**config.mk**
```make
export PLATFORM = sky130hd
export DESIGN_NAME = cipher_output_buffer
export DESIGN_NICKNAME = d
export VERILOG_FILES = /design/src/rtl/cipher_output_buffer.sv
export SDC_FILE = /design/constraint.sdc
export NUM_CORES = 1
export LEC_CHECK = 0
export ABC_CLOCK_PERIOD_IN_PS = 4500
export CAP_MARGIN = 20
export CORE_AREA = 5 5 208 210
export CTS_CLUSTER_SIZE = 40
export DETAILED_ROUTE_END_ITERATION = 10
export DIE_AREA = 0 0 213 215
export PLACE_DENSITY = 0.75
export SLEW_MARGIN = 20
export SYNTH_ARGS = -nofsm -noshare
export SYNTH_HDL_FRONTEND = slang
export SYNTH_SLANG_ARGS = --single-unit
export TNS_END_PERCENT = 20
```
**constraint.sdc**
```tcl
create_clock -name clock -period 4.5 [get_ports clock]
set_clock_uncertainty 0.1 [all_clocks]
set_input_delay 0.9 -clock clock [delete_from_list [all_inputs] [get_ports clock]]
set_output_delay 0.9 -clock clock [all_outputs]
set_load 0.02 [all_outputs]
```
**src/rtl/cipher_output_buffer.sv**
```systemverilog
// Output FIFO for the final cipher round: buffers ciphertext blocks for a valid/ready host port.
// Optional drop counter output o_drop_cnt is enabled by defining CIPHER_OUT_DROP_CNT_EN.
module cipher_output_buffer #(
  parameter int DEPTH = 4,
  localparam int CW = $clog2(DEPTH) + 1
) (
  input  logic           clock,
  input  logic           reset,
  input  logic           i_tx_en,
  input  logic [127:0]   i_state,
  input  logic           i_ready,
  input  logic           i_clear_ovf,
  output logic           o_valid,
  output logic [127:0]   o_state,
  output logic [CW-1:0]  o_count,
  output logic           o_full,
  output logic           o_overflow
`ifdef CIPHER_OUT_DROP_CNT_EN
  ,
  output logic [7:0]     o_drop_cnt
`endif
);

  localparam int AW = $clog2(DEPTH);

  logic [127:0]  r_mem [DEPTH];
  logic [AW-1:0] r_wr_ptr;
  logic [AW-1:0] r_rd_ptr;
  logic [CW-1:0] r_count;
  logic          r_overflow;

  logic w_pop;
  logic w_push;
  logic w_drop;

  assign o_valid    = (r_count != '0);
  assign o_full     = (r_count == CW'(DEPTH));
  assign o_count    = r_count;
  assign o_overflow = r_overflow;
  assign o_state    = o_valid ? r_mem[r_rd_ptr] : '0;

  // A full FIFO still accepts a block when the host drains an entry on the same edge.
  assign w_pop  = o_valid && i_ready;
  assign w_push = i_tx_en && (!o_full || w_pop);
  assign w_drop = i_tx_en && o_full && !w_pop;

  always_ff @(posedge clock) begin
    if (w_push) begin
      r_mem[r_wr_ptr] <= i_state;
    end
  end

  always_ff @(posedge clock or negedge reset) begin
    if (!reset) begin
      r_wr_ptr <= '0;
      r_rd_ptr <= '0;
      r_count  <= '0;
    end else begin
      if (w_push) begin
        r_wr_ptr <= r_wr_ptr + 1'b1;
      end
      if (w_pop) begin
        r_rd_ptr <= r_rd_ptr + 1'b1;
      end
      case ({w_push, w_pop})
        2'b10:   r_count <= r_count + 1'b1;
        2'b01:   r_count <= r_count - 1'b1;
        default: r_count <= r_count;
      endcase
    end
  end

  // Setting on a drop takes priority over a coincident clear.
  always_ff @(posedge clock or negedge reset) begin
    if (!reset) begin
      r_overflow <= 1'b0;
    end else if (w_drop) begin
      r_overflow <= 1'b1;
    end else if (i_clear_ovf) begin
      r_overflow <= 1'b0;
    end
  end

`ifdef CIPHER_OUT_DROP_CNT_EN
  logic [7:0] r_drop_cnt;

  assign o_drop_cnt = r_drop_cnt;

  always_ff @(posedge clock or negedge reset) begin
    if (!reset) begin
      r_drop_cnt <= '0;
    end else if (i_clear_ovf) begin
      r_drop_cnt <= {7'd0, w_drop};
    end else if (w_drop && (r_drop_cnt != 8'hFF)) begin
      r_drop_cnt <= r_drop_cnt + 8'd1;
    end
  end
`endif

endmodule

```
## After elaboration in Yosys (flattened, before gate mapping)

Memories as Yosys holds them, arrays and structs flattened.
Index checks and enable logic that the tools add are counted.
Widths: inputs -> output; s select.

| operators by class | value |
|---|---|
| eq/ne operators | 3 |
| muxes and demuxes | 6 |
| reduce and logical (&&, ||, !) cells | 10 |
| order comparisons | 0 |
| divide/modulo/power cells | 0 |
| $mul | 0 |
| shift-type cells | 0 |
| bitwise operators | 0 |
| add/sub/neg operators | 4 |

Operator list:

| cell | number |
|---|---|
| $mux 128 | 1 |
| $pmux 3 s2 | 1 |
| $add 2x1->2 const B | 2 |
| $logic_and 1x1->1 | 4 |
| $mux 1 | 4 |
| $reduce_bool 2->1 | 2 |
| $add 3x1->3 const B | 1 |
| $eq 3x3->1 const B | 1 |
| $reduce_bool 3->1 | 1 |
| $sub 3x1->3 const B | 1 |
| $eq 2x1->1 const B | 1 |
| $eq 2x2->1 const B | 1 |
| $logic_not 1->1 | 2 |
| $logic_or 1x1->1 | 1 |

| word-level totals | value |
|---|---|
| memories kept | 1 |
| output and inout port bits | 134 |
| word-level logic and storage cells | 28 |
| RAM bits | 512 |
| memory bits (read-only) | 0 |
| bits in registers | 8 |
| bits in latches | 0 |

Memory list:

| memory | words | width | rd ports | clocked after memory_dff | wr ports | line | text |
|---|---|---|---|---|---|---|---|
| r_mem | 4 | 128 | 1 | 0 | 1 | 26 | `logic [127:0] r_mem [DEPTH];` |

## Depth between registers and ports, before layout

| depth | value |
|---|---|
| word-level depth | 6 |
| gate-level depth with buffers | 8 |
| mapped depth without buffers | 7 |

## Least setup slack after synthesis

OpenSTA, ideal clock, no wires.

| timing | value |
|---|---|
| path kind | input to register |
| from | input port i_ready |
| to | memory r_mem[2][0], enable pin |
| stages on the path | 3 |
| required time | 3.898 ns |
| buffers on the path | 0 |
| slack | -0.323 ns |
| library setup time | 0.502 ns |
| data arrival time | 4.221 ns |
| cells stage by stage | nor4b_1 > nor2b_1 > and2_1 |

| on the way | value |
|---|---|
| cells in the longest elaborated chain, start to end | 5 |

RTL lines:

| what | line | text |
|---|---|---|
| start: declaration | 11 | `input logic i_ready,` |
| $logic_and 1x1->1 | 43 | `assign w_pop = o_valid && i_ready;` |
| $logic_or 1x1->1 | 44 | `assign w_push = i_tx_en && (!o_full \|\| w_pop);` |
| $logic_and 1x1->1 | 44 |  |
| $mux 1 | 48 | `if (w_push) begin` |
| $mux 1 (implied by the code) | 49 | `r_mem[r_wr_ptr] <= i_state;` |
| end: declaration | 26 |  |

No other way between the ends.

## Worst setup path after layout

| timing | value |
|---|---|
| from | register r_rd_ptr[0] |
| to | output port o_state[88] |

| on the way | value |
|---|---|
| cells in the longest elaborated chain, start to end | 2 |

RTL lines:

| what | line | text |
|---|---|---|
| start: declaration | 28 | `logic [AW-1:0] r_rd_ptr;` |
| start signal: assignment | 63 | `r_rd_ptr <= r_rd_ptr + 1'b1;` |
| $mem_v2 4x128 | - |  |
| $mux 128 | 40 | `assign o_state = o_valid ? r_mem[r_rd_ptr] : '0;` |
| end: declaration | 14 | `output logic [127:0] o_state,` |

No other way between the ends.

==> results.py <==
metrics = {
    "hold_path": {
        "worstHoldPathType": "flip-flop to flip-flop",
    },
    "worst_setup_path": {
        "crit_slowest_cell": "dfrtp_4",
        "cp_max_fo": 25,
        "worst_path_largest_cell_delay_ns": 0.80,
        "worst-path-buf-inv": 2,
        "crit_family": "buffers and inverters",
        "crit_required_ns": 3.50,
        "cp-start-kind": "flip-flop",
        "path_class": "flip-flop to output port",
        "cp.arrival_ns": 3.02,
        "path_cells": "buf_4 > mux4_2 > and2_1 > clkdlybuf4s50_1",
        "cp-end-kind": "output port",
    },
    "power": {
        "power.density_nw_per_um2": 717,
        "p_int_uw": 12300,
        "seqPwrFrac": 0.373,
        "ir_drop_mv": 0.506,
        "cellLeakagePower_uw": 0.00811,
        "netSwitchingPower_uw": 5620,
        "power_frac_clock": 0.222,
        "switching_share": 0.314,
        "combPwrFrac": 0.405,
    },
    "sta": {
        "fmaxAchievable_mhz": 249,
        "finalSetupTns_ns": 0,
        "drv_slew": 0,
        "fin_crit_ns": 4.02,
        "worstMarginPinSlew_ns": 0.716,
        "hold-worst-slack_ns": 0.446,
        "rsz0062_at_grt": "false",
        "setup_viol": 0,
        "hold_viol": 0,
        "post-route-period-util": 0.894,
        "relSlewSlack": 0.523,
    },
    "cts": {
        "clock-sinks": 520,
        "h-tree-depth": 2,
        "cts_setup_buffers": 0,
        "cts_buffer_depth": 3,
        "clk_latency_ns": 0.57,
        "root_buffer": "clkbuf_16",
        "cts_resized": 0,
        "clk_pin_slew_worst_paths_ns": 0.06,
        "cts_tree": "yes",
        "numCtsBuffers": 50,
        "hold_buffers": 0,
    },
    "synthesis": {
        "synth.avg_cell_area_um2": 22.9,
        "yosys.area.top_type": "edfxtp_1",
        "synth_nets": 1004,
        "synthesis.area_um2": 19900,
        "yosys_warnings": 0,
        "synth_seq_cells": 520,
        "yosysTopAreaCellShare": 0.774,
        "synth-async-reset-ratio": 0.0154,
        "syn_inst": 866,
        "seq_area_frac_synth": 0.784,
        "synth_most_common_cell": "edfxtp_1",
        "synthDistinctLibCells": 31,
        "netlist_top_cells_area": "edfxtp_1, mux4_2, and2_1, dfrtp_1, buf_6",
        "synthTopCellsByCount": "edfxtp_1, and2_1, mux4_2",
        "synth_edf_count": 512,
        "ys.flop_type": "edfxtp_1",
    },
    "run": {
        "max-cap-violations": 0,
    },
    "finish": {
        "num-fill-cells": 2901,
        "design_area_um2": 25000,
        "layout.area.seq_um2": 15600,
        "synthToLayoutAreaGrowth_pct": 25.8,
        "diodes": 0,
        "stdcell_count": 1749,
        "multiInputGateArea_um2": 4000,
        "nNetsFinal": 1310,
        "drive_gt1_frac": 0.200,
    },
    "floorplanning": {
        "initial_core_util": 0.480,
        "core_area_um2": 41400,
        "die_h_um": 215,
        "die_area_um2": 45800,
        "std_cell_rows": 75,
        "die_w_um": 213,
        "num_io_pins": 267,
    },
    "routing": {
        "drc": 0,
        "first_pass_iters": 5,
        "wl_um": 39800,
        "drt-vias-per-instance": 5.34,
        "detail_route.wl_per_cell_um": 22.7,
        "ant_nets": 0,
        "drt-initial-drc-count": 624,
        "route.vias.total": 9334,
    },
    "global_routing": {
        "grt_pass1_vias": 10280,
        "globalRouteOverflowTotal": 0,
        "grt_first_pass_wirelength_um": 61000,
        "grt_usage": 0.176,
        "antenna_found_initial": 1,
        "grt_max_degree": 64,
    },
    "placed_design": {
        "dp.cells": 1659,
        "hpwl_um": 24700,
        "placed_area_um2": 23400,
        "place.gp.congestion": 0.718,
        "portBuffers": 266,
    },
    "run_status": {
        "status": "complete, no violations",
    },
}
## layout by cell type (no fill, tap or decap), types with 2 or more instances in the layout
cell type	netlist	routed
xnor2_1	3	3
nand2_1	3	3
clkdlybuf4s50_1	0	266
and2_4	0	4
mux4_2	128	128
nor2_1	3	3
clkbuf_16	0	53
clkinv_1	0	13
ha_1	4	4
clkinvlp_4	0	3
and2_1	133	129
xor2_1	2	2
bufinv_16	0	3
dfrtp_1	8	6
nand3_1	3	3
buf_12	0	18
edfxtp_1	512	512
dfrtp_4	0	2
inv_1	5	5
clkbuf_1	16	6
o21ai_0	2	2
clkinv_2	0	11
buf_4	1	15
## worst paths after layout
check / end / cells after the start / from / slack [ns]
setup / recovery: o_state[88] / 4 / r_rd_ptr[0]$_DFFE_PN0N_ / 0.48
hold / removal: o_overflow$_DFFE_PN0P_ / 2 / o_overflow$_DFFE_PN0P_ / 0.45
setup reg to reg: o_count[1]$_DFFE_PN0P_ / 8 / o_count[2]$_DFFE_PN0P_ / 1.56
hold reg to reg: o_overflow$_DFFE_PN0P_ / 2 / o_overflow$_DFFE_PN0P_ / 0.45
max in group asynchronous: r_rd_ptr[1]$_DFFE_PN0N_ / 1 / reset / 3.42
min in group asynchronous: o_overflow$_DFFE_PN0P_ / 1 / reset / 0.54
## routing by layer
layer  share of wire  track usage  wire length, um
met4           0.018       0.0463              724
met1            0.39        0.224            15600
met3           0.081       0.0551             3200
met5         0.00050            0               20
met2            0.51        0.295            20300
## registers in the layout, indices dropped and copies added (netlist names)
signal      flops
r_wr_ptr        2
o_count         3
o_overflow      1
r_rd_ptr        2
r_mem         512
## worst register-to-register path: cells and delay by family (launching register included)
| kind | cells | cell delay (ns) |
|---|---|---|
| compound gates | 3 | 0.53 |
| buf+inv | 1 | 0.31 |
| simple gates | 3 | 0.98 |
| fa+ha+maj | 1 | 0.45 |
| flops | 1 | 0.48 |
## final cells by class
cell class | count | area share
Sequential cell | 520 | 0.624
Multi-Input combinational cell | 296 | 0.160
Clock inverter | 31 | 0.00901
Tap cell | 539 | 0.0270
Clock buffer | 59 | 0.0540
Inverter | 5 | 0.000751
Timing Repair Buffer | 299 | 0.125
## metrics by stage
stage / setup slack [ns] / total power [uW] / utilization
after floorplan: -0.323 / 11000 / -
after global placement: 1.02 / 14100 / 0.566
after detailed placement: 0.911 / 14200 / 0.566
after CTS: 0.366 / 18200 / 0.604
after global routing: 0.306 / 18800 / 0.604
final: 0.477 / 17900 / 0.604
## cells by family (layout without fill, tap and decap cells)
family | Yosys count | in the layout | synth area share
compound gates | 8 | 8 | 0.00303
xor+xnor | 5 | 5 | 0.00221
fa+ha+maj | 5 | 5 | 0.00353
buf+inv | 50 | 394 | 0.0149
flops | 520 | 520 | 0.784
mux | 129 | 129 | 0.146
simple gates | 149 | 149 | 0.0462
## power groups by stage
stage                     clock (uW)  combinational (uW)  sequential (uW)
final                           3970                7260             6690
after global routing            4310                7750             6780
after CTS                       4080                7420             6710
after detailed placement           0                7380             6800
after global placement             0                7340             6740
after floorplan                    0                4300             6730
(Power assumes the default switching activity.)
